**src/rtl/fir_host_driver_pkg.sv**
```systemverilog
// Shared types and constants for the FIR host driver and its coefficient bank.
package fir_host_driver_pkg;

   localparam int DATA_W           = 8;
   localparam int COEF_AW          = 4;
   localparam int COEF_DEPTH       = 16;
   localparam int DEF_DONE_TIMEOUT = 255;

   // Overflow codes reported by the filter and forwarded on res_ovf
   localparam logic [1:0] OVF_NONE = 2'b00;
   localparam logic [1:0] OVF_POS  = 2'b01;
   localparam logic [1:0] OVF_NEG  = 2'b10;

   typedef enum logic [2:0] {
      IDLE,
      CFG_HDR,
      CFG_COEF,
      WAIT_SMP,
      ISSUE,
      BUSY,
      RESULT
   } state_t;

endpackage

```
**src/rtl/fir_host_driver_coef_bank.sv**
```systemverilog
// Coefficient register file: one write port from the host, one indexed read
// port used while streaming a configuration frame.
module fir_coef_bank
   import fir_host_driver_pkg::*;
(
   input  logic               clk,
   input  logic               rst_n,
   input  logic               we,
   input  logic [COEF_AW-1:0] waddr,
   input  logic [DATA_W-1:0]  wdata,
   input  logic [COEF_AW-1:0] raddr,
   output logic [DATA_W-1:0]  rdata
);

   logic [COEF_DEPTH-1:0][DATA_W-1:0] mem;

   // Host write at the clock edge; whole bank clears on reset
   always_ff @(posedge clk or negedge rst_n) begin
      if (!rst_n)  mem        <= '0;
      else if (we) mem[waddr] <= wdata;
   end

   assign rdata = mem[raddr];

endmodule

```
**src/rtl/fir_host_driver.sv**
```systemverilog
// Host-side driver for a FIR filter: sends configuration frames (header +
// coefficients), feeds one sample at a time and returns each result with
// overflow bookkeeping and a done-timeout watchdog.
module fir_host_driver
   import fir_host_driver_pkg::*;
#(
   parameter int DONE_TIMEOUT = DEF_DONE_TIMEOUT,
   parameter int NUM_COEF     = COEF_DEPTH
) (
   input  logic              clk,
   input  logic              rst_n,
   input  logic              cfg_we,
   input  logic [3:0]        cfg_addr,
   input  logic [7:0]        cfg_wdata,
   input  logic [3:0]        cfg_taps,
   input  logic              cfg_start,
   output logic              cfg_busy,
   input  logic              s_valid,
   input  logic [7:0]        s_data,
   output logic              s_ready,
   output logic              res_valid,
   output logic [7:0]        res_data,
   output logic [1:0]        res_ovf,
   input  logic              res_ready,
   output logic [7:0]        fir_data_in,
   output logic              fir_enable,
   output logic              fir_configuration,
   output logic              fir_config_data_enable,
   input  logic [7:0]        fir_data_out,
   input  logic [1:0]        fir_overflow_flag,
   input  logic              fir_done,
   output logic [7:0]        pos_ovf_cnt,
   output logic [7:0]        neg_ovf_cnt,
   output logic              timeout_err
);

   state_t     state, state_nx;
   logic       configured;
   logic [3:0] taps_q;
   logic [7:0] smp_q;
   logic [3:0] cidx;
   logic [7:0] tmr;
   logic       done_q;
   logic       done_rise;
   logic [7:0] coef_rd;
   logic       start_cfg, smp_acc, res_acc, tmo, last_coef;

   assign done_rise = fir_done & ~done_q;
   assign last_coef = (cidx == 4'(NUM_COEF - 1));

   fir_coef_bank u_bank (
      .clk   (clk),
      .rst_n (rst_n),
      .we    (cfg_we & ~cfg_busy),
      .waddr (cfg_addr),
      .wdata (cfg_wdata),
      .raddr (cidx),
      .rdata (coef_rd)
   );

   // State register
   always_ff @(posedge clk or negedge rst_n) begin
      if (!rst_n) state <= IDLE;
      else        state <= state_nx;
   end

   // Next state and all strobes decoded from the current state
   always_comb begin
      state_nx               = state;
      cfg_busy               = 1'b0;
      s_ready                = 1'b0;
      res_valid              = 1'b0;
      fir_enable             = 1'b0;
      fir_configuration      = 1'b0;
      fir_config_data_enable = 1'b0;
      fir_data_in            = '0;
      start_cfg              = 1'b0;
      smp_acc                = 1'b0;
      res_acc                = 1'b0;
      tmo                    = 1'b0;
      case (state)
         IDLE: begin
            if (cfg_start) begin
               start_cfg = 1'b1;
               state_nx  = CFG_HDR;
            end else if (configured) begin
               state_nx  = WAIT_SMP;
            end
         end
         CFG_HDR: begin
            cfg_busy               = 1'b1;
            fir_configuration      = 1'b1;
            fir_config_data_enable = 1'b1;
            fir_data_in            = {4'b0, taps_q};
            state_nx               = CFG_COEF;
         end
         CFG_COEF: begin
            cfg_busy               = 1'b1;
            fir_config_data_enable = 1'b1;
            fir_data_in            = coef_rd;
            if (last_coef) state_nx = WAIT_SMP;
         end
         WAIT_SMP: begin
            // a config request beats a sample offered in the same cycle
            if (cfg_start) begin
               start_cfg = 1'b1;
               state_nx  = CFG_HDR;
            end else begin
               s_ready = 1'b1;
               if (s_valid) begin
                  smp_acc  = 1'b1;
                  state_nx = ISSUE;
               end
            end
         end
         ISSUE: begin
            fir_enable  = 1'b1;
            fir_data_in = smp_q;
            state_nx    = BUSY;
         end
         BUSY: begin
            if (done_rise) begin
               state_nx = RESULT;
            end else if (tmr == 8'(DONE_TIMEOUT - 1)) begin
               tmo      = 1'b1;
               state_nx = WAIT_SMP;
            end
         end
         RESULT: begin
            res_valid = 1'b1;
            if (res_ready) begin
               res_acc  = 1'b1;
               state_nx = WAIT_SMP;
            end
         end
         default: state_nx = IDLE;
      endcase
   end

   // Datapath: latched taps/sample, frame index, busy timer, done edge, result
   always_ff @(posedge clk or negedge rst_n) begin
      if (!rst_n) begin
         taps_q   <= '0;
         smp_q    <= '0;
         cidx     <= '0;
         tmr      <= '0;
         done_q   <= 1'b0;
         res_data <= '0;
         res_ovf  <= OVF_NONE;
      end else begin
         done_q <= fir_done;
         if (start_cfg)                     taps_q <= cfg_taps;
         if (start_cfg)                     cidx   <= '0;
         else if (state == CFG_COEF)        cidx   <= cidx + 4'd1;
         if (smp_acc)                       smp_q  <= s_data;
         if (state == ISSUE)                tmr    <= '0;
         else if (state == BUSY)            tmr    <= tmr + 8'd1;
         if (state == BUSY && done_rise) begin
            res_data <= fir_data_out;
            res_ovf  <= fir_overflow_flag;
         end
      end
   end

   // Status: configured flag, sticky timeout and saturating overflow counters
   always_ff @(posedge clk or negedge rst_n) begin
      if (!rst_n) begin
         configured  <= 1'b0;
         timeout_err <= 1'b0;
         pos_ovf_cnt <= '0;
         neg_ovf_cnt <= '0;
      end else begin
         if (state == CFG_COEF && last_coef) configured  <= 1'b1;
         if (tmo)                            timeout_err <= 1'b1;
         if (res_acc && res_ovf == OVF_POS && pos_ovf_cnt != 8'hFF)
            pos_ovf_cnt <= pos_ovf_cnt + 8'd1;
         if (res_acc && res_ovf == OVF_NEG && neg_ovf_cnt != 8'hFF)
            neg_ovf_cnt <= neg_ovf_cnt + 8'd1;
      end
   end

endmodule

```
**config.mk**
```make
export PLATFORM = sky130hd
export DESIGN_NAME = fir_host_driver
export DESIGN_NICKNAME = d
export VERILOG_FILES = /design/src/rtl/fir_host_driver_pkg.sv /design/src/rtl/fir_host_driver_coef_bank.sv /design/src/rtl/fir_host_driver.sv
export SDC_FILE = /design/constraint.sdc
export NUM_CORES = 1
export LEC_CHECK = 0
export ABC_AREA = 1
export CAP_MARGIN = 0
export CELL_PAD_IN_SITES_DETAIL_PLACEMENT = 1
export CELL_PAD_IN_SITES_GLOBAL_PLACEMENT = 2
export CORE_MARGIN = 5
export CORE_UTILIZATION = 34
export DETAILED_ROUTE_END_ITERATION = 10
export PLACE_DENSITY_LB_ADDON = 0.1
export REMOVE_ABC_BUFFERS = 1
export SLEW_MARGIN = 5
export SYNTH_ARGS = -nofsm -noshare
export SYNTH_HDL_FRONTEND = slang
export SYNTH_SLANG_ARGS = --single-unit
```
**constraint.sdc**
```tcl
create_clock -name clk -period 1.95 [get_ports clk]
set_input_delay 0.39 -clock clk [delete_from_list [all_inputs] [get_ports clk]]
set_output_delay 0.39 -clock clk [all_outputs]
set_load 0.05 [all_outputs]
```
After elaboration in Yosys (flattened, before gate mapping) --
Index checks and enable logic that the tools add are counted.
Storage, ports and cells: input bits 41, memories 0, word-level logic and storage cells 104, register bits after elaboration 184, memory bits (writable) 0, memory bits (read-only) 0, latch bits 0, output and inout port bits 41
Cells by class: equality and inequality tests 17, shift-type cells 0, bitwise gates (word level) 4, magnitude comparators 3, reduce and logical (&&, ||, !) cells 13, muxes and demuxes 35, add/subtract/negate cells 4, div/mod/pow operators 0, $mul 0
Operator list (number):
- bitwise mux 128 bit | 1
- binary-select mux 8 bit (select 4 bit) | 1
- demux 8 bit (select 4 bit) | 1
- two-way mux 8 bit | 4
- adder 8 x 1 -> 8 bit, second input constant | 3
- two-way mux 3 bit | 8
- case mux 8 bit (3 select lines) | 1
- case mux 3 bit (7 select lines) | 1
- two-way mux 1 bit | 16
- != test 8 bit, second input constant | 2
- < comparator 4 x 5 -> 1 bit, second input constant | 2
- == test 3 bit, second input constant | 3
- != test 3 bit, second input constant | 3
- == test 8 bit, second input constant | 1
- two-way mux 4 bit | 2
- logical AND 1 bit | 7
- == test 3 x 2 -> 1 bit, second input constant | 2
- AND reduction 5 bit | 1
- adder 4 x 1 -> 4 bit, second input constant | 1
- == test 4 bit, second input constant | 1
- greater-or-equal comparator 4 x 1 -> 1 bit, second input constant | 1
- != test 2 bit, second input constant | 2
- nonzero test 2 bit | 2
- OR reduction 2 bit | 2
- other kinds (6) | 8

Depth between registers and ports, before layout --
Gate-level depths: netlist of the first run.
word-level depth 5, mapped depth 12, depth with buffers taken out 10

Modules after synthesis --
Synthesis of the first run repeated with hierarchy kept, for this count alone.
Second synthesis, totals: cells, all modules 1235, area, all modules 9369.0 µm²
Modules (own cells, without submodules):
- fir_coef_bank | area an instance 6361.1 µm², times used 1, seq. area each 3203.1 µm², cells each 850
- fir_host_driver | area an instance 3007.9 µm², times used 1, seq. area each 1401.3 µm², cells each 385

Least setup slack after synthesis of the first run --
Ideal clock, no wire load.
path type register to output, start point register state[1], end point output fir_data_in[0], stages on the path, launching flop included 7, data arrival time 1999 ps, path slack -439 ps, data required time 1560 ps, path buffers 0, cell sequence dfrtp_1 inv_2 nand2_2 nor2_1 a22o_1 inv_1 nand2_1
On the way: cells in the longest elaborated chain, start to end 2, elaborated cells on any way between the ends 4, classes of those cells 3 x eq/ne; 1 x mux
Ends and longest elaborated chain:
- start: declaration | line fir_host_driver.sv:37 | state_t state, state_nx;
- start signal: assignment | line fir_host_driver.sv:64 | else state <= state_nx;
- == test 3 bit, or another cell as far along | line fir_host_driver.sv:81 | case (state)
- case mux 8 bit (3 select lines) * | line fir_host_driver.sv:81
- end: declaration | line fir_host_driver.sv:25 | output logic [7:0] fir_data_in,
Every way passes the cells marked *; elsewhere a longest branch is shown, timed or not.

Worst setup path after layout of the first run --
start point register cidx[0], end point output fir_data_in[5]
On the way: cells in the longest elaborated chain, start to end 3
Ends and longest elaborated chain:
- start: declaration | line fir_host_driver.sv:41 | logic [3:0] cidx;
- start signal: assignment | line fir_host_driver.sv:154 | else if (state == CFG_COEF) cidx <= cidx + 4'd1;
- binary-select mux 8 bit (select 4 bit) | line fir_host_driver_coef_bank.sv:23 | assign rdata = mem[raddr];
- two-way mux 8 bit (not written as such) | line fir_host_driver_coef_bank.sv:23
- case mux 8 bit (3 select lines) | line fir_host_driver.sv:81
Every way passes these cells. The select of a mux whose other input is x is not followed.

==> metrics.md, run 1 <==
| Metric | Value |
|---|---|
| Reg-to-reg startpoint | cidx[0] |
| Fin. max-slew vios | 0 |
| RSZ-0062 raised after global routing | true |
| CP Buf/Inv Count | 4 |
| Ports | 82 |
| Maxcap violations | 0 |
| Routed WL per cell | 17.05 um |
| Power density over the cells | 1558 nW/um2 |
| Synth cell types | 32 |
| Drt initial violations | 444 |
| R2R setup slack | 40 ps |
| Sequential cell area fraction in the yosys report | 49.70% |
| Synth top cells by count | nand2_1 (455), dfrtp_1 (184), inv_1 (174) |
| Fmax | 413.6 MHz |
| Dpl cells | 1648 |
| Crit Path Category | register to output port |
| Max clock buf depth | 2 |
| CP endpoint kind | output port |
| Syn avg cell area | 7.587 um2 |
| Slowest CP cell | dfrtp_2 |
| Nets | 1392 |
| Count leader, synth | nand2_1 |
| Clk network pwr share | 20.0% |
| CP Launch Type | register |
| Synthesized instance count | 1221 |
| Worst slew margin | 65.30% |
| Layout Skew | 14.29 ps |
| Routed WL | 28980 um |
| Clk_lat worst skew | 440 ps |
| Final hold vios | 0 |
| Synthesized cell area | 9264 um2 |
| Core area | 26880 um2 |
| Largest net degree at the start of global routing | 67 |
| Final min period | 2418 ps |
| Row Count | 60 |
| Total grt overflow | 0 |
| Warnings, synthesis | 0 |
| Predominant post-synthesis flop cell | dfrtp_1 |
| Synth area leaders | dfrtp_1 (50%), nand2_1 (18%), inv_1 (7.1%), nand3_1 (4.9%), o21ai_1 (4.3%) |
| Starting Density | 34.47% |
| Failing checks | setup timing |
| P&R area growth vs syn | 27.39% |
| Die ar. | 30650 um2 |
| Part of the cycle the worst path needs | 124.0% |
| Layout cells sized above 1 | 14.50% |
| Async SR Flop Fraction | 100.0% |
| CP required | 1560 ps |
| First-pass GRT wire length | 46840 um |
| Clk root buf | clkbuf_16 |
| Final worst-path setup slack | -467.8 ps |
| N_diodes | 0 |
| Dpl hpwl | 19860 um |
| Post-synth EDFFs | 0 |
| Reg power frac | 33.9% |
| Worst min-delay path category | primary input to asynchronous set/reset pin |
| Critical Path Stages | 12 |
| Global Route Usage Sum | 19.18% |
| Initial DRT Pass Iterations | 4 |
| Final setup viols | 11 |
| Share of the synthesized area in the top cell type | 49.70% |
| Critical Path AT | 2030 ps |
| Logic pwr share | 46.1% |
| Psw | 7.723 mW |
| Crit-path leading delay family | simple AND/OR/NAND/NOR gates |
| Pre-CTS setup slack | -111.5 ps |
| CP Cell Sequence | buf_8 > clkbuf_16 > nand2_1 > nand3_1 > nand2_1 > nand2_1 > nand2_2 > inv_1 > nand2_1 > nand2_1 > nand2_1 > buf_6 |
| Drt via density | 4.706 |
| Leading area contributor after synthesis | dfrtp_1 |
| Vias in the first global route | 8454 |
| Crit. Startpoint | cidx[0] |
| Finished Core Util | 43.91% |
| R2r worst-path depth | 9 |
| Die extent in y | 175.1 um |
| Post-route ant nets | 0 |
| Worst-Margin Slew | 522.6 ps |
| Critical Path End | fir_data_in[5] |
| Largest driver fanout on the critical path | 13 |
| Initial antenna violation count | 0 |
| Crit Reg-Reg Endpoint | state[2] |
| Die Span X | 175.1 um |
| Setup TNS | -3542 ps |
| Leakage Power | 6.073 nW |
| Port Buffers | 81 |
| Fin cells | 1700 |
| DRC Markers | 0 |
| Routability Congestion | 0.7897 |
| P_int | 10.67 mW |
| Status | complete, but fails checks |
| H-Tree Level Count | 4 |
| Total CTS buffers | 17 |
| CP peak stage delay | 480 ps |
| Flops & latches, synth | 184 |
| CTS tree | done |
| Switching Share | 42.00% |
| Worst vdd ir | 514.9 uV |
| Clock transition at path regs | 80 ps |
| Vias | 8001 |
| Number of clock sinks | 184 |
| Most used cell, CP | nand2_1 |
## flip-flops by register name (all words and copies together), names as in the netlist, 2 cells and up
name         count
res_data         8
smp_q            8
tmr              8
neg_ovf_cnt      8
taps_q           4
state            3
u_bank.mem     128
cidx             4
pos_ovf_cnt      8
res_ovf          2
## logic make-up (layout without fill, tap and decap cells)
family | after synthesis | count (layout) | synth area share [%]
AO/OA/AOI/OAI | 167 | 167 | 9.468
XOR/XNOR | 10 | 10 | 0.9454
adder cells (fa/ha/maj) | 5 | 5 | 0.6753
buffers and inverters | 231 | 369 | 10.51
flip-flops | 184 | 184 | 49.70
multiplexers | 8 | 8 | 0.9725
AND/OR/NAND/NOR | 616 | 616 | 27.73
## layer usage
metal | share of wire (%) | GRT usage [%] | routed length [um]
met1 | 50 | 26.97 | 14350
met2 | 48 | 32.07 | 13880
met3 | 1.8 | 2.380 | 534
met4 | 0.72 | 3.830 | 208
met5 | 0 | 0 | 0
## worst min-delay path by stage
stage                      to  depth (start not counted)
3_5_place_dp   u_bank.mem[73]                          1
4_1_cts        u_bank.mem[73]                          2
3_3_place_gp   u_bank.mem[73]                          1
5_1_grt        u_bank.mem[73]                          2
2_1_floorplan         cidx[0]                          0
6_report       u_bank.mem[73]                          2
## metrics by stage
stage	cell area, um2	total power [mW]	hold WS, ps
floorplan	8955	10.98	94.41
global placement	10790	13.87	227.0
detailed placement	10790	14.05	225.9
CTS	11590	18.20	332.2
global route	11800	19.82	336.7
finish	11800	18.39	344.4
## area by class of cell
cell class	count	area [um2]
clock buffers	17	425.4
clock inverters	15	182.7
fillers	3295	15070
inverters	177	671.9
multi-input cells	806	3772
flip-flops and latches	184	4609
well taps	341	426.7
repair buffers	160	1713
## cells in the final DEF, fill, tap and decap left out, types with 3 or more instances in the layout
master,synthesis,final
nand2_1,455,447
dfrtp_1,184,180
inv_1,174,165
nand3_1,91,86
o21ai_1,80,80
o21ai_0,65,65
buf_4,1,65
clkdlybuf4s50_1,0,39
nor2_1,36,33
clkbuf_16,0,20
buf_6,10,20
buf_12,0,19
nand2_4,10,11
nand2_2,4,10
a21oi_1,10,10
dlygate4sd2_1,0,10
inv_2,1,9
nand4_1,9,9
nor3_1,9,9
mux2_2,8,8
nand3_2,0,5
xor2_1,5,5
xnor2_1,5,5
ha_1,5,5
nor2_4,1,4
a22o_1,4,4
inv_8,0,4
dfrtp_2,0,4
inv_6,0,4
o22ai_1,3,3
## power groups by stage
stage / Clock (mW) / Sequential, mW / Combinational (mW)
2_1_floorplan: 0 / 6.68 / 4.30
3_3_place_gp: 0 / 6.22 / 7.65
3_5_place_dp: 0 / 6.28 / 7.78
4_1_cts: 3.77 / 6.23 / 8.19
5_1_grt: 3.94 / 6.45 / 9.42
6_report: 3.67 / 6.24 / 8.47
## what timing repair did
item | in CTS | in global routing
cloned | 2 | 3
pin swaps | 4 | 2
endpoints found under the setup margin | 23 | 13
buffers inserted | 7 | 8
hold endpoints to repair | 3 | 0
hold buffers | 1 | 0
gates resized for setup | 42 | 28
(Power assumes the default switching activity.)
==> run 2, diff against run 1 <==
- PLACE_DENSITY_LB_ADDON: 0.1 -> 0.25
==> metrics.md, run 2 (synthesis results as in run 1) <==
| Metric | Value |
|---|---|
| Status | complete, but fails checks |
| Failing checks | setup timing |
| Routed WL | 29670 um (+2.4%) |
| H-Tree Level Count | 4 (unchanged) |
| M1 WL | 13950 um (-2.8%) |
| Drt initial violations | 380 (-14%) |
| N_diodes | 0 (unchanged) |
| P&R area growth vs syn | 32.25% |
| Switching Share | 43.08% (+1.1 points) |
| Largest register FFs | 128 (unchanged) |
| Final min period | 2451 ps (+32.78 ps) |
| Power density over the cells | 1585 nW/um2 (+1.7%) |
| Total grt overflow | 0 (unchanged) |
| Worst vdd ir | 615.9 uV (+20%) |
| Clk network pwr share | 19.4% (-0.6 points) |
| Highest Signal Layer | met4 |
| Met2 Routed Length | 14720 um (+6.0%) |
| Fmax | 408.1 MHz (-1.3%) |
| Clock transition at path regs | 90 ps (about the same) |
| Final setup viols | 11 (unchanged) |
| Routability Congestion | 0.7946 (+0.62%) |
| Largest driver fanout on the critical path | 22 (+9) |
| Most common cell after layout, fill and taps aside | nand2_1 |
| Critical Path AT | 2060 ps (+30 ps) |
| RSZ-0062 raised after global routing | true |
| Hold depth | 1 |
| Largest reg by FF count | u_bank.mem |
| Reg-to-reg startpoint | state[1] |
| Layout Skew | 13.83 ps (-0.4572 ps) |
| Logic pwr share | 48.6% (+2.5 points) |
| Psw | 8.364 mW (+8.3%) |
| Drt via density | 4.804 (+2.1%) |
| Reg power frac | 32.1% (-1.8 points) |
| Maxcap violations | 0 (unchanged) |
| Fin. max-slew vios | 0 (unchanged) |
| First-pass GRT wire length | 47990 um (+2.5%) |
| Part of the cycle the worst path needs | 125.7% (+1.7 points) |
| Setup TNS | -3943 ps (-400.9 ps) |
| Core area | 26880 um2 (unchanged) |
| Ports | 82 (unchanged) |
| Crit Path Category | register to output port |
| Fin cells | 1710 (+0.59%) |
| Final hold vios | 0 (unchanged) |
| Clk root buf | clkbuf_16 |
| Vias in the first global route | 8718 (+3.1%) |
| Number of clock sinks | 184 (unchanged) |
| Hold WS | 415.7 ps (+71.38 ps) |
| Global Route Usage Sum | 19.79% (+0.61 points) |
| Post-route ant nets | 0 (unchanged) |
| Dpl cells | 1649 (+0.061%) |
| R2r worst-path depth | 9 (unchanged) |
| Crit. Startpoint | cidx[0] |
| CP peak stage delay | 440 ps (-40 ps) |
| Initial DRT Pass Iterations | 5 (+1) |
| Vias | 8215 (+2.7%) |
| Dpl hpwl | 19770 um (-0.47%) |
| CTS tree | done |
| Largest net degree at the start of global routing | 54 (-19%) |
| Most frequent cells in the layout | nand2_1 (408), dfrtp_1 (181), inv_1 (163), o21ai_1 (81), buf_4 (67) |
| WL met3 | 643 um (+20%) |
| Starting Density | 34.47% (unchanged) |
| Worst min-delay path category | primary input to register |
| Die ar. | 30650 um2 (unchanged) |
| Total power | 19.41 mW (+5.6%) |
| CP endpoint kind | output port |
| Initial antenna violation count | 0 (unchanged) |
| Worst slew margin | 65.08% (-0.22 points) |
| Final worst-path setup slack | -500.6 ps (-32.78 ps) |
| Layout cells sized above 1 | 20.09% (+5.6 points) |
| P_int | 11.05 mW (+3.6%) |
| Clk_lat worst skew | 450 ps (about the same) |
| Nets | 1402 (+0.72%) |
| Leakage Power | 6.258 nW (+3.0%) |
| Hold_sp | fir_done |
| Worst-Margin Slew | 523.8 ps (+1.173 ps) |
| Die extent in y | 175.1 um (unchanged) |
| Die Span X | 175.1 um (unchanged) |
| CP required | 1560 ps (about the same) |
| CP Cell Sequence | buf_4 > buf_12 > buf_8 > nand2_1 > nand3_1 > nand3_1 > nand3_2 > nand2_2 > nand2_2 > nand2_2 > buf_6 |
| Routed WL per cell | 17.35 um (+1.8%) |
| CP Launch Type | register |
| Total CTS buffers | 17 (unchanged) |
| DRC Markers | 0 (unchanged) |
| Port Buffers | 81 (unchanged) |
| Max clock buf depth | 2 (unchanged) |
| Slowest CP cell | dfrtp_2 |
| Row Count | 60 (unchanged) |
| Most used cell, CP | nand2_2 |
-- run 2: path summary, 6_finish.rpt --
check	to	slack, ps
min in group asynchronous	u_bank.mem[103]	460
max in group asynchronous	u_bank.mem[27]	810
max	fir_data_in[3]	-500
max reg2reg	u_bank.mem[35]	130
min	done_q	420
min reg2reg	res_data[0]	480
-- run 2: what timing repair did --
| item | CTS | global route |
|---|---|---|
| hold endpoints to repair | 46 | 0 |
| hold buffers | 1 | 0 |
| endpoints found under the setup margin | 23 | 18 |
| pin swaps | 3 | 31 |
| gates resized for setup | 68 | 102 |
| cloned | 2 | 1 |
| setup buffers | 9 | 19 |
-- run 2: area by class of cell --
cell class                      instances  area, um2
Fill cell                            3258      14620
Sequential cell                       184       4608
Multi-Input combinational cell        806       4043
Timing Repair Buffer                  170       1857
Inverter                              177      674.4
Tap cell                              341      426.7
Clock buffer                           17      425.4
Clock inverter                         15      217.7
-- run 2: power groups by stage --
| stage | Sequential [mW] | Clock, mW | Combinational, mW |
|---|---|---|---|
| floorplan | 6.68 | 0 | 4.30 |
| global placement | 6.20 | 0 | 7.67 |
| detailed placement | 6.26 | 0 | 7.82 |
| CTS | 6.22 | 3.86 | 8.47 |
| global route | 6.43 | 4.01 | 10.4 |
| finish | 6.22 | 3.76 | 9.43 |
-- run 2: routing by layer --
layer / up-vias / GRT usage, %
met5: - / 0
met4: 0 / 4.910
met3: 23 / 2.813
met2: 95 / 34.14
met1: 4033 / 26.32
li1: 4064 / -
-- run 2: worst max-delay path, delay by kind of cell (launching register included) --
kind	cells	cell delay [ps]
flops	1	440
buf+inv	4	610
simple gates	7	530
-- run 2: through the flow --
stage	cell area [um2]	setup WS, ps	util (%)
finish	12250	-500.6	45.59
global route	12250	-600.4	45.59
CTS	11760	-499.6	43.74
detailed placement	10810	-126.9	40.21
global placement	10810	-77.79	40.21
floorplan	8955	-1681	-
